File: src/rtl/max_finder.sv
// Signed argmax over a captured vector of neuron outputs, one element per clock.
// Define MAX_FINDER_MAXVAL_EN to add the o_max port carrying the winning value.
module max_finder #(
    parameter int num_inputs = 10,
    parameter int data_width = 16
) (
    input  logic                             clk,
    input  logic                             rst,
    input  logic [num_inputs*data_width-1:0] i_data,
    input  logic [num_inputs-1:0]            i_valid,
    output logic [31:0]                      o_index,
    output logic                             o_valid,
    output logic                             o_busy
`ifdef MAX_FINDER_MAXVAL_EN
    ,
    output logic [data_width-1:0]            o_max
`endif
);

    localparam int CW = (num_inputs > 1) ? $clog2(num_inputs) : 1;
    localparam logic [CW-1:0] LAST = CW'(num_inputs - 1);

    typedef enum logic {
        IDLE,
        SCAN
    } state_t;

    state_t                state;
    logic [data_width-1:0] buf_q [num_inputs];
    logic [data_width-1:0] max_reg;
    logic [CW-1:0]         idx_reg;
    logic [CW-1:0]         cnt;

    logic                  start;
    logic [data_width-1:0] first_elem;
    logic [data_width-1:0] elem;
    logic                  gt;
    logic [CW-1:0]         win_idx;
    logic [data_width-1:0] win_val;

    assign start      = &i_valid;
    assign first_elem = i_data[data_width-1:0];
    assign elem       = buf_q[cnt];

    // Strictly-greater keeps the earlier index on ties.
    assign gt      = $signed(elem) > $signed(max_reg);
    assign win_idx = gt ? cnt : idx_reg;
    assign win_val = gt ? elem : max_reg;

    // Snapshot the whole vector when a scan starts; frozen during SCAN.
    always_ff @(posedge clk or negedge rst) begin
        if (!rst) begin
            for (int k = 0; k < num_inputs; k++) begin
                buf_q[k] <= '0;
            end
        end else if (state == IDLE && start) begin
            for (int k = 0; k < num_inputs; k++) begin
                buf_q[k] <= i_data[k*data_width +: data_width];
            end
        end
    end

    // Control FSM: capture in IDLE, one compare per edge in SCAN.
    always_ff @(posedge clk or negedge rst) begin
        if (!rst) begin
            state   <= IDLE;
            max_reg <= '0;
            idx_reg <= '0;
            cnt     <= '0;
            o_index <= '0;
            o_valid <= 1'b0;
            o_busy  <= 1'b0;
`ifdef MAX_FINDER_MAXVAL_EN
            o_max   <= '0;
`endif
        end else begin
            o_valid <= 1'b0;
            unique case (state)
                IDLE: begin
                    if (start) begin
                        max_reg <= first_elem;
                        idx_reg <= '0;
                        if (num_inputs == 1) begin
                            // A single element is its own winner.
                            cnt     <= '0;
                            o_index <= '0;
                            o_valid <= 1'b1;
`ifdef MAX_FINDER_MAXVAL_EN
                            o_max   <= first_elem;
`endif
                        end else begin
                            cnt    <= CW'(1);
                            o_busy <= 1'b1;
                            state  <= SCAN;
                        end
                    end
                end
                SCAN: begin
                    max_reg <= win_val;
                    idx_reg <= win_idx;
                    if (cnt == LAST) begin
                        cnt     <= '0;
                        o_index <= 32'(win_idx);
                        o_valid <= 1'b1;
                        o_busy  <= 1'b0;
                        state   <= IDLE;
`ifdef MAX_FINDER_MAXVAL_EN
                        o_max   <= win_val;
`endif
                    end else begin
                        cnt <= cnt + 1'b1;
                    end
                end
            endcase
        end
    end

endmodule

File: config.mk
export PLATFORM = sky130hd
export DESIGN_NAME = max_finder
export DESIGN_NICKNAME = d
export VERILOG_FILES = /design/src/rtl/max_finder.sv
export SDC_FILE = /design/constraint.sdc
export NUM_CORES = 1
export LEC_CHECK = 0
export ABC_AREA = 1
export CORE_MARGIN = 3
export CORE_UTILIZATION = 40
export DETAILED_ROUTE_END_ITERATION = 10
export HOLD_SLACK_MARGIN = 0.03
export PLACE_DENSITY = 0.71
export SLEW_MARGIN = 30
export SYNTH_ARGS = -nofsm -noshare
export SYNTH_HDL_FRONTEND = slang
export SYNTH_SLANG_ARGS = --single-unit
File: constraint.sdc
create_clock -name clk -period 3.7 [get_ports clk]
set_input_delay 0.37 -clock clk [delete_from_list [all_inputs] [get_ports clk]]
set_output_delay 0.37 -clock clk [all_outputs]
set_load 0.005 [all_outputs]
==> results.md, run 1 <==
CTS:
- For this design, the sink count on the clock tree is 191.
- The root buffer cell is clkbuf_16.
- The clock tree from TritonCTS is done.
- The register clock-pin slew on the reported worst setup and hold paths is 0.07 ns.
- In this run the post-CTS setup repair buffer count came out at 0.
- The later pin in the worst-skew pair is clocked with a latency of 0.43 ns.
- Counting the buffers created by CTS gives 17.
- The clock tree buffer depth is 2.
- The H-tree was split into 4 levels.
- In this run, post-CTS hold repair placed 0 buffers.
- After clock tree synthesis, the repair step resized 0 gates.

Route:
- The DRC violation count after routing is 0.
- Dividing the detail-routed via count by the number of cells gives a little over 5.
- After detailed routing, the total wire length is ~28000 µm.
- The post-route antenna net violation count is 0.
- The iteration count of the initial detailed-routing pass is 5.
- The final route contains approximately 7400 vias.
- The routed wire length per instance is approximately 19 µm.
- The number of DRC markers in iteration 0 is 529.

Power and ir drop:
- VDD sags by at most 0.000298 V.
- In this run switching power makes up approximately 37% of total power.
- Summed over all nets, the switching power comes to 2.42 mW.
- The share of total power in the clock network is 29.0%.
- The sequential group share of total power is between 30% and 40%.
- The cell-internal power is 4.13 mW.
- In this run the static leakage power is 6.33 nW.
- The logic gate share of total power is 35.4%.
- The power density over the cells is 522 nW/µm².
- The completed layout was analyzed and its total power is about 6.6 mW.

Finish:
- The share of cells above drive strength 1 is 19.9%.
- The finished cells cover roughly 13000 µm².
- After the last flow step, the layout net total stands at 1317.
- The finished layout holds 1466 standard cells, fillers aside.
- The library cell used most frequently in the layout, excluding fill and tap cells, is dfrtp_1.
- The number of flip-flops in the largest register is 160.
- Measured on the finished design, the core utilization comes to 51.5%.
- The library cells used most frequently in the layout, excluding fill and tap cells, are 189 x dfrtp_1, 188 x nand2_1, 176 x clkdlybuf4s50_1, 102 x nor2_1, 93 x mux2_2.
- Compared with the post-synthesis result, the final layout area differs by 26.4%.

Timing:
- The total negative slack is 0 ns.
- The final-report setup violation count is 0.
- The final critical path takes up between 90 and 100% of the cycle.
- The count of final hold-check violations came to 0.
- The worst hold margin is about 0.40 ns.
- Setup repair after global routing left no endpoint under its margin.
- The max-slew headroom at the worst pin is 43.2%.
- For the pin with the worst max-slew slack, the measured transition is 0.851 ns.
- The shortest period the worst path allows is 3.34 ns.
- The smallest setup slack after layout is 0.356 ns.
- The maximum clock frequency is 299 MHz.
- The max-slew violation count is 0.
- The setup clock skew after layout is 0.00967 ns.

Global routing:
- The global-route usage over all layers is 20.8%.
- The remaining global-route overflow is 0.
- The initial antenna violation count is 2.
- The first-pass GRT wire length is about 42000 µm.
- Entering global routing, the biggest net connects 106 pins.
- The number of global-route vias before repair is 7439.

Placed design:
- The congestion estimate from routability-driven global placement came to between 0.8 and 0.9.
- The post-DP HPWL is 20300 µm.
- The placed cell count is about 1400.
- The post-place setup slack is 0.405 ns.
- Summing all placed instances gives a cell area of 11900 µm².
- The number of port buffers is ~180.

Worst setup path:
- The startpoint identified for the worst register-to-register timing path is cnt[0].
- The worst setup path is captured at a register.
- Of all nets on the critical path, the largest fanout is between 40 and 50.
- The worst register-to-register path has a depth of 20.
- The worst setup path is launched from a register.
- The critical path in this run is classified as register to register.
- The worst register-to-register path ends at max_reg[2].
- For the worst setup path, the data required time is 4.01 ns.
- The endpoint arrival time on the critical path is between 3 and 4 ns.
- In this run the register-to-register setup slack is ~0.36 ns.

Hold path:
- The worst min-delay path category is primary input to asynchronous set/reset pin.

Yosys:
- The combined area of all synthesized cells is just under 10000 µm².
- The fraction of synthesized area in multiplexers is 20.7%.
- In the post-synthesis netlist, the biggest area contributors are dfrtp_1 48%, mux2_2 11%, mux2_4 10%.
- The synthesis warning total is 0.
- After Yosys synthesis, full adders, half adders and majority gates account for 2.27% of the synthesized area.
- The fraction of the yosys area taken by sequential cells is 48.1%.
- The register bit count reported by yosys is 191.
- After synthesis, the netlist uses 35 different library cells.
- The main combinational cell family by area after synthesis is multiplexers.
- Summing the areas of all compound-gate instances in the mapped netlist gives 6.38% of the synthesized area.
- Synthesis produced a netlist whose cell count is 966.
- The post-synthesis cell type with the largest combined area is dfrtp_1.
- The top cell type by area accounts for between 40 and 50% of the synthesized area.
- The mean instance size in the synthesized netlist is 10.3 µm².
- The xor/xnor cell area share of the yosys netlist is 0.176%.
- The area fraction in and, or, nand and nor cells after synthesis is 15.7%.

Floorplan:
- The floorplan step set the die width to 164 µm.
- Pin placement for this block handled just over 200 I/O pins.
- From bottom edge to top edge, the die measures 164 µm.
- The initialized floorplan defines 57 standard-cell rows.
- After floorplanning, the core was sized to cover 24400 µm².
- The die footprint is approximately 27000 µm².
- Once the floorplan was initialized, standard cells occupied around two fifths of the core.

Flow run:
- The tool flagged a number of max-cap violations equal to 0.

Status:
- The run finished with clean final reports.
power by group through the flow:
stage / combinational, mW / sequential, mW / clock (mW)
after global placement: 2.27 / 2.37 / 0
after CTS: 2.31 / 2.33 / 1.92
final: 2.32 / 2.33 / 1.90
after detailed placement: 2.31 / 2.37 / 0
after global routing: 2.60 / 2.35 / 2.01
after floorplan: 1.53 / 2.33 / 0
routing by layer:
layer | wire, µm | track usage, % | up-vias | share of wire [%]
met2 | 13400 | 33.5 | 266 | 48
met3 | 1640 | 3.85 | 34 | 5.9
met5 | 0 | 0 | - | 0
met1 | 12000 | 28.5 | 3607 | 43
met4 | 638 | 6.54 | 0 | 2.3
li1 | - | - | 3530 | -
how the worst max path moves through the flow:
stage                   to    from  slack [ns]  cells past startpoint
2_1_floorplan  max_reg[10]  cnt[0]        1.07                     18
3_3_place_gp    max_reg[9]  cnt[0]        0.45                     18
3_5_place_dp    max_reg[2]  cnt[0]        0.40                     18
4_1_cts         max_reg[2]  cnt[0]        0.38                     18
5_1_grt         max_reg[0]  cnt[0]        0.07                     18
6_report        max_reg[2]  cnt[0]        0.36                     20
cells in the mapped netlist (all sizes together):
master,instances
dfrtp,191
nand2,191
mux2,160
nor2,102
buf,66
o21ai,65
nand3,62
o211ai,33
inv,31
clkbuf,18
ha,18
nand4,8
a21oi,7
o22ai,3
clkinv,2
nor3,2
nor4,2
a21o,1
conb,1
or2,1
xnor2,1
xor2,1
critical path, stage by stage, from the launching register on:
cell and delay [ns]:
dfrtp_2 0.43, inv_2 0.36, buf_12 0.29, buf_4 0.18
nor2_1 0.04, o211ai_1 0.16, nand3_1 0.14, nand2_1 0.19
ha_1 0.26, nand2_1 0.09, inv_1 0.05, nand2_1 0.06
nand2_1 0.06, nand2_1 0.06, nand2_1 0.04, nand2_1 0.09
nand2_1 0.07, nand2_2 0.16, nand4_4 0.26, nand3_1 0.16
nand2_1 0.07
logic make-up after synthesis:
family / Yosys count
buffers and inverters: 117
muxes: 160
AOI/OAI and AO/OA: 109
DFF: 191
and+or+nand+nor: 368
other: 1
xor gates and xnor gates: 2
adders and majority gates: 18
layout make-up:
class,count,area (µm²)
clock inverters,12,148
clock buffers,20,457
fillers,2185,11800
repair buffers,199,2030
well taps,324,405
diodes,2,5.00
multi-input cells,685,4610
flip-flops and latches,191,4780
inverters,33,124
Note: power is estimated with default switching activity, not from simulation.
==> run 2: changes to the inputs <==
--- a/config.mk
+++ b/config.mk
@@ -10,7 +10,7 @@
 export CORE_UTILIZATION = 40
 export DETAILED_ROUTE_END_ITERATION = 10
 export HOLD_SLACK_MARGIN = 0.03
-export PLACE_DENSITY = 0.71
+export PLACE_DENSITY = 0.73
 export SLEW_MARGIN = 30
 export SYNTH_ARGS = -nofsm -noshare
 export SYNTH_HDL_FRONTEND = slang
==> constraint.sdc (replaced) <==
create_clock -name clk -period 2.72 [get_ports clk]
set_input_delay 0.272 -clock clk [delete_from_list [all_inputs] [get_ports clk]]
set_output_delay 0.272 -clock clk [all_outputs]
set_load 0.005 [all_outputs]
==> results.md, run 2 (same netlist as run 1, synthesis figures left out) <==
Worst setup path:
- The maximum single-stage delay on the critical path is 0.51 ns (was 0.43 ns).
- The critical path startpoint category is a register (unchanged).
- The start of the worst register-to-register path is cnt[0] (unchanged).
- Cell breakdown of the critical path: buf_6 -> buf_12 -> o21ai_0 -> o211ai_1 -> nand3_1 -> nand2_2 -> ha_4 -> a21oi_2 -> nor2_1 -> nor2_1 -> nand2_1 -> nand2_2 -> nand2_2 -> nand2_4 -> nand3_4 -> nand2_8 -> nand3_1 -> nand2_1 (was inv_2 -> buf_12 -> buf_4 -> nor2_1 -> o211ai_1 -> nand3_1 -> nand2_1 -> ha_1 -> nand2_1 -> inv_1 -> nand2_1 -> nand2_1 -> nand2_1 -> nand2_1 -> nand2_1 -> nand2_1 -> nand2_2 -> nand4_4 -> nand3_1 -> nand2_1).
- The worst flop-to-flop path endpoint is max_reg[9] (was max_reg[2]).
- The buffering stage count on the worst path with inverters included is 2 (was 4).
- The endpoint kind of the worst setup timing path was a register (unchanged).
- The largest delay contributor family on the critical path is simple AND/OR/NAND/NOR gates (unchanged).
- The slowest stage cell on the critical path is dfrtp_2 (unchanged).
- The path type of the worst setup path is register to register (unchanged).
- The most repeated library cell on the critical path is nand2_2 (was nand2_1).
- The register-to-register setup slack was -0.37 ns (was 0.36 ns).
- The biggest fanout along the worst timing path is 15 (was 46).
- The endpoint arrival time on the critical path was 3.46 ns (was 3.66 ns).
- The count of cells along the worst register-to-register path came to 18 (was 20).
- The required time of the critical path came to 3.09 ns (was 4.01 ns).

Power and ir drop:
- The total leakage power was 6.63 nW (was 6.33 nW).
- The sequential group share of total power is 30.8% (was 35.6%).
- The proportion of total power due to net switching was 37.3% (was 36.9%).
- The total net switching power is 3.85 mW (was 2.42 mW).
- The highest ir drop seen on vdd is 0.000458 V (was 0.000298 V).
- The cell-internal power was 6.48 mW (was 4.13 mW).
- The power density over the cells is 771 nW/µm² (was 522 nW/µm²).
- The logic gate share of total power came to 45.0% (was 35.4%).
- The share of total power in the clock network is 24.2% (was 29.0%).
- The power after layout is 10.3 mW (was 6.55 mW).

Route:
- The number of vias in the routed layout came to 8050 (was 7437).
- The number of vias per cell was 5.30 (was 5.07).
- The overall routed net length was 29900 µm (was 27700 µm).
- The post-route antenna net violation count is 0 (unchanged).
- The routed wire length per instance came to 19.7 µm (was 18.9 µm).
- The DRC violation count after routing is 0 (unchanged).
- The iteration count of the initial detailed-routing pass is 6 (was 5).
- The number of DRC markers in iteration 0 is 802 (was 529).

Floorplan:
- The starting density of the core is 40.7% (unchanged).
- The height of the die is 164 µm (unchanged).
- The placeable core area is 24400 µm² (unchanged).
- The width of the die came to 164 µm (unchanged).
- The die footprint is 26800 µm² (unchanged).
- The standard-cell row count is 57 (unchanged).
- The number of placed I/O pins is 206 (unchanged).

Timing:
- The pin slew with the least headroom to its limit is 0.639 ns (was 0.851 ns).
- The count of final hold-check violations was 0 (unchanged).
- The worst hold margin is 0.318 ns (was 0.396 ns).
- The final-report setup violation count came to 24 (was 0).
- The max-slew headroom at the worst pin was 57.4% (was 43.2%).
- The maximum clock frequency came to 324 MHz (was 299 MHz).
- The shortest period the worst path allows is 3.09 ns (was 3.34 ns).
- The final critical-path share of the clock period is 114% (was 90.4%).
- The smallest setup slack after layout is -0.368 ns (was 0.356 ns).
- The max-slew violation count was 0 (unchanged).
- Setup repair after global routing missed its margin: yes (was no).
- The setup clock skew after layout is 0.00961 ns (was 0.00967 ns).

Global routing:
- The number of global-route vias before repair was 7814 (was 7439).
- The initial antenna violation count is 3 (was 2).
- The first-pass GRT wire length came to 44100 µm (was 42400 µm).
- The remaining global-route overflow is 0 (unchanged).
- The global-route usage over all layers is 21.5% (was 20.8%).
- The pin count of the biggest net entering global routing was 79 (was 106).

Finish:
- The most common library cell in the layout ignoring fill and taps is dfrtp_1 (unchanged).
- The number of fillers in the final layout was 2041 (was 2185).
- The number of flip-flops in the largest register is 160 (unchanged).
- The share of cells above drive strength 1 is 27.0% (was 19.9%).
- The area added between synthesis and finish is 34.7% (was 26.4%).
- Most frequent cells in the layout: 189 x dfrtp_1, 176 x clkdlybuf4s50_1, 173 x nand2_1, 93 x nor2_1, 93 x mux2_2 (was 189 x dfrtp_1, 188 x nand2_1, 176 x clkdlybuf4s50_1, 102 x nor2_1, 93 x mux2_2).
- The total number of nets in the final design is 1368 (was 1317).

CTS:
- The total CTS buffers is 17 (unchanged).
- The root buffer cell was clkbuf_16 (unchanged).
- The clock tree from TritonCTS is done (unchanged).
- The clock net sink count is 191 (unchanged).
- The clock latency at the later pin of the worst-skew pair is 0.44 ns (was 0.43 ns).
- The register clock-pin slew on the reported worst setup and hold paths is 0.07 ns (about the same).
- The CTS H-tree depth is 4 (unchanged).
- The clock tree buffer depth was 2 (unchanged).

Status:
- Result of the run: complete, but fails checks (was finished clean).
- The checks that failed: setup timing.

Hold path:
- The worst min-delay path category is primary input to asynchronous set/reset pin (unchanged).

Placed design:
- The post-place setup slack is -0.468 ns (was 0.405 ns).
- The number of port buffers was 177 (unchanged).
- The final estimated routing congestion in global placement came to 0.901 (was 0.888).
- The post-DP HPWL came to 20900 µm (was 20300 µm).

Flow run:
- The max-capacitance violation count is 0 (unchanged).
-- run 2: cell types whose count changed in the layout (fill, tap and decap cells not counted), sizes merged --
cell / previous run / this run
buf: 21 / 67
clkbuf: 21 / 25
inv: 37 / 33
clkinvlp: 0 / 3
diode: 2 / 3
nand2: 191 / 192
nand4: 8 / 9
-- run 2: what timing repair did --
| action | 4_1_cts | 5_1_grt |
|---|---|---|
| pin swaps | 8 | 23 |
| hold endpoints to repair | 35 | 0 |
| cloned | 2 | 4 |
| setup buffers | 2 | 11 |
| resized for setup | 21 | 70 |
| hold buffers | 1 | 0 |
| endpoints found under the setup margin | 24 | 24 |
-- run 2: routing by layer --
metal / up-vias / track usage (%) / routed length [µm]
met2: 371 / 34.2 / 14200
met1: 3968 / 29.3 / 12600
met5: - / 0 / 0
met3: 65 / 4.29 / 2160
li1: 3646 / - / -
met4: 0 / 7.73 / 942
-- run 2: metrics by stage --
| stage | cells | cell area (µm²) | utilization [%] | TNS [ns] |
|---|---|---|---|---|
| floorplan | 993 | 10000 | - | 0 |
| global placement | 1463 | 12200 | 50.1 | -6.70 |
| detailed placement | 1463 | 12200 | 50.1 | -9.58 |
| CTS | 1500 | 12900 | 53.0 | -4.09 |
| global route | 1518 | 13400 | 54.9 | -10.51 |
| finish | 1518 | 13400 | 54.9 | -7.98 |
-- run 2: worst max path at each step --
| stage | startpoint | to | cells after the start |
|---|---|---|---|
| floorplan | cnt[0] | max_reg[10] | 18 |
| global placement | cnt[0] | max_reg[9] | 15 |
| global route | cnt[0] | max_reg[11] | 16 |
| detailed placement | cnt[0] | max_reg[15] | 15 |
| finish | cnt[0] | max_reg[9] | 18 |
| CTS | cnt[0] | max_reg[2] | 22 |
-- run 2: power groups by stage --
stage	combinational, mW	clock, mW	sequential (mW)
floorplan	2.08	0	3.17
global placement	3.28	0	3.21
detailed placement	3.36	0	3.21
CTS	3.73	2.53	3.16
global route	5.04	2.64	3.19
finish	4.64	2.50	3.18
-- run 2: layout make-up --
cell class / count / area, µm² / share of cell area (%)
multi-input combinational: 687 / 4920 / 36.7
sequential: 191 / 4780 / 35.7
clock inverter: 11 / 134 / 1.00
clock buffer: 21 / 440 / 3.29
antenna: 3 / 7.51 / 0.0561
inverter: 33 / 129 / 0.963
tap: 324 / 405 / 3.03
timing repair buffer: 248 / 2570 / 19.2
==> run 3: changes to the inputs <==
--- a/config.mk
+++ b/config.mk
@@ -6,11 +6,13 @@
 export NUM_CORES = 1
 export LEC_CHECK = 0
 export ABC_AREA = 1
+export CELL_PAD_IN_SITES_DETAIL_PLACEMENT = 1
+export CELL_PAD_IN_SITES_GLOBAL_PLACEMENT = 1
 export CORE_MARGIN = 3
-export CORE_UTILIZATION = 40
+export CORE_UTILIZATION = 36
 export DETAILED_ROUTE_END_ITERATION = 10
 export HOLD_SLACK_MARGIN = 0.03
-export PLACE_DENSITY = 0.73
+export PLACE_DENSITY = 0.83
 export SLEW_MARGIN = 30
 export SYNTH_ARGS = -nofsm -noshare
 export SYNTH_HDL_FRONTEND = slang
==> results.md, run 3 (same netlist as run 1, synthesis figures left out) <==
Power and ir drop:
- The highest ir drop seen on vdd was 0.000547 V (was 0.000458 V).
- The power after layout is 12.0 mW (was 10.3 mW).
- The power density over the cells is 859 nW/µm² (was 771 nW/µm²).
- The total leakage power is 6.91 nW (was 6.63 nW).

Floorplan:
- The standard-cell row count is 60 (was 57).
- The width of the die came to 172 µm (was 164 µm).
- The starting density of the core is 36.8% (was 40.7%).
- The number of placed I/O pins is 206 (unchanged).
- The die footprint came to 29600 µm² (was 26800 µm²).
- The height of the die is 172 µm (was 164 µm).
- The placeable core area is 27000 µm² (was 24400 µm²).

Worst setup path:
- Cell breakdown of the critical path: buf_8 -> buf_12 -> buf_16 -> o21ai_1 -> o211ai_1 -> nand3_1 -> nand2_1 -> ha_4 -> a21oi_1 -> o21ai_2 -> a21oi_4 -> nand2_4 -> nand2_4 -> nand3_4 -> nand2_8 -> nand3_2 -> nand2_1 (was buf_6 -> buf_12 -> o21ai_0 -> o211ai_1 -> nand3_1 -> nand2_2 -> ha_4 -> a21oi_2 -> nor2_1 -> nor2_1 -> nand2_1 -> nand2_2 -> nand2_2 -> nand2_4 -> nand3_4 -> nand2_8 -> nand3_1 -> nand2_1).
- The start point of the critical path was cnt[0] (unchanged).
- The path type of the worst setup path is register to register (unchanged).
- The endpoint arrival time on the critical path is 3.76 ns (was 3.46 ns).
- The biggest fanout along the worst timing path is 12 (was 15).
- The required time of the critical path is 3.11 ns (was 3.09 ns).
- The critical path startpoint category is a register (unchanged).
- The slowest stage cell on the critical path is dfrtp_2 (unchanged).
- The maximum single-stage delay on the critical path is 0.45 ns (was 0.51 ns).
- The start of the worst register-to-register path is cnt[0] (unchanged).
- The endpoint kind of the worst setup timing path was a register (unchanged).

Timing:
- The pin slew with the least headroom to its limit is 0.698 ns (was 0.639 ns).
- The max-slew headroom at the worst pin came to 53.5% (was 57.4%).
- The final critical-path share of the clock period was 124% (was 114%).
- The smallest setup slack after layout is -0.656 ns (was -0.368 ns).
- The max-slew violation count is 0 (unchanged).
- The worst hold margin is 0.423 ns (was 0.318 ns).
- The shortest period the worst path allows is 3.38 ns (was 3.09 ns).
- The setup clock skew after layout is 0.0151 ns (was 0.00961 ns).
- The total negative slack was -14.14 ns (was -7.98 ns).
- Setup repair after global routing missed its margin: yes (unchanged).
- The maximum clock frequency is 296 MHz (was 324 MHz).
- The final-report setup violation count is 24 (unchanged).
- The count of final hold-check violations was 0 (unchanged).

CTS:
- The CTS H-tree depth was 4 (unchanged).
- The root buffer cell is clkbuf_16 (unchanged).
- The clock tree from TritonCTS is done (unchanged).
- The clock tree buffer depth is 2 (unchanged).
- The register clock-pin slew on the reported worst setup and hold paths was 0.08 ns (was 0.07 ns).
- The clock latency at the later pin of the worst-skew pair is 0.46 ns (was 0.44 ns).
- The clock net sink count came to 191 (unchanged).
- The total CTS buffers came to 17 (unchanged).

Placed design:
- The final estimated routing congestion in global placement came to 0.925 (was 0.901).
- The post-DP HPWL is 24800 µm (was 20900 µm).
- The post-place setup slack was -0.509 ns (was -0.468 ns).
- The number of port buffers came to 177 (unchanged).

Finish:
- The share of the core filled with cells is 51.8% (was 54.9%).
- The number of flip-flops in the largest register is 160 (unchanged).
- The most common library cell in the layout ignoring fill and taps was dfrtp_1 (unchanged).
- Most frequent cells in the layout: 189 x dfrtp_1, 176 x clkdlybuf4s50_1, 161 x nand2_1, 93 x mux2_2, 86 x nor2_1 (was 189 x dfrtp_1, 176 x clkdlybuf4s50_1, 173 x nand2_1, 93 x nor2_1, 93 x mux2_2).
- The total number of nets in the final design is 1401 (was 1368).
- The number of fillers in the final layout is 2908 (was 2041).
- The area added between synthesis and finish was 41.0% (was 34.7%).
- The share of cells above drive strength 1 is 32.9% (was 27.0%).

Route:
- The routed wire length per instance is 25.6 µm (was 19.7 µm).
- The DRC violation count after routing is 0 (unchanged).
- The number of vias per cell is 5.61 (was 5.30).
- The number of DRC markers in iteration 0 was 682 (was 802).
- The post-route antenna net violation count was 0 (unchanged).
- The iteration count of the initial detailed-routing pass came to 5 (was 6).
- The overall routed net length is 40100 µm (was 29900 µm).
- The number of vias in the routed layout is 8779 (was 8050).

Status:
- Violated checks: setup timing (unchanged).
- Result of the run: complete, but fails checks (unchanged).

Global routing:
- The most congested layer reported by global routing is met2 (unchanged).
- The remaining global-route overflow is 0 (unchanged).
- The met1 track utilization from global routing was 32.5% (was 29.3%).
- The met3 usage in global routing was 6.36% (was 4.29%).
- The first-pass GRT wire length was 58400 µm (was 44100 µm).
- The initial antenna violation count is 0 (was 3).
- The pin count of the biggest net entering global routing is 84 (was 79).
- The global-route usage over all layers came to 26.3% (was 21.5%).
- The global routing met2 resource utilization is 43.2% (was 34.2%).
- The number of global-route vias before repair is 9405 (was 7814).

Hold path:
- The worst min-delay path category is primary input to asynchronous set/reset pin (unchanged).

Flow run:
- The max-capacitance violation count was 0 (unchanged).
run 3: routing by layer:
layer  vias to the layer above  routed length (µm)
li1                       3711                   -
met1                      4431               15500
met2                       488               19300
met3                       149                2970
met4                         0                2310
met5                         -                   0
run 3: path summary, 6_finish.rpt:
| path | to | slack (ns) | cells past startpoint |
|---|---|---|---|
| hold / removal | buf_q[42] | 0.42 | 2 |
| hold reg to reg | o_index[3] | 0.50 | 2 |
| min in group clk | buf_q[11] | 0.42 | 2 |
| max in group asynchronous | cnt[1] | 1.43 | 3 |
| setup / recovery | max_reg[0] | -0.66 | 17 |
| setup reg to reg | max_reg[0] | -0.66 | 17 |
run 3: repair_timing:
action / in CTS / in global routing
endpoints found under the hold margin: 79 / 0
endpoints found under the setup margin: 24 / 24
gates resized for setup: 112 / 51
pin swaps: 53 / 42
hold buffers: 1 / 0
cloned: 6 / 0
buffers inserted: 35 / 7
run 3: power breakdown:
group	internal (mW)	switching [mW]	leakage, nW	total (mW)
clock	1.34	1.31	0.298	2.65
combinational	2.68	3.50	4.01	6.19
sequential	3.03	0.171	2.60	3.20
total	7.06	4.98	6.91	12.0
run 3: worst max-delay path: cells and delay by family (launching register included):
kind / cells / cell delay, ns
AOI/OAI and AO/OA: 5 / 0.99
adders and majority gates: 1 / 0.24
buffers and inverters: 3 / 0.44
DFF: 1 / 0.45
and+or+nand+nor: 8 / 1.18
run 3: stage by stage:
step                      area, µm²  std cells
after floorplan               10000        993
after global placement        12300       1484
after detailed placement      12300       1484
after CTS                     13700       1558
after global routing          14000       1565
final                         14000       1566
run 3: cell type report:
type	count	area, µm²	share of cell area (%)
Clock buffer	18	439	3.14
Timing Repair Buffer	282	2900	20.7
Tap cell	341	427	3.05
Inverter	33	126	0.902
Antenna cell	1	2.50	0.0179
Multi-Input combinational cell	686	5170	36.9
Sequential cell	191	4780	34.1
Clock inverter	14	160	1.14
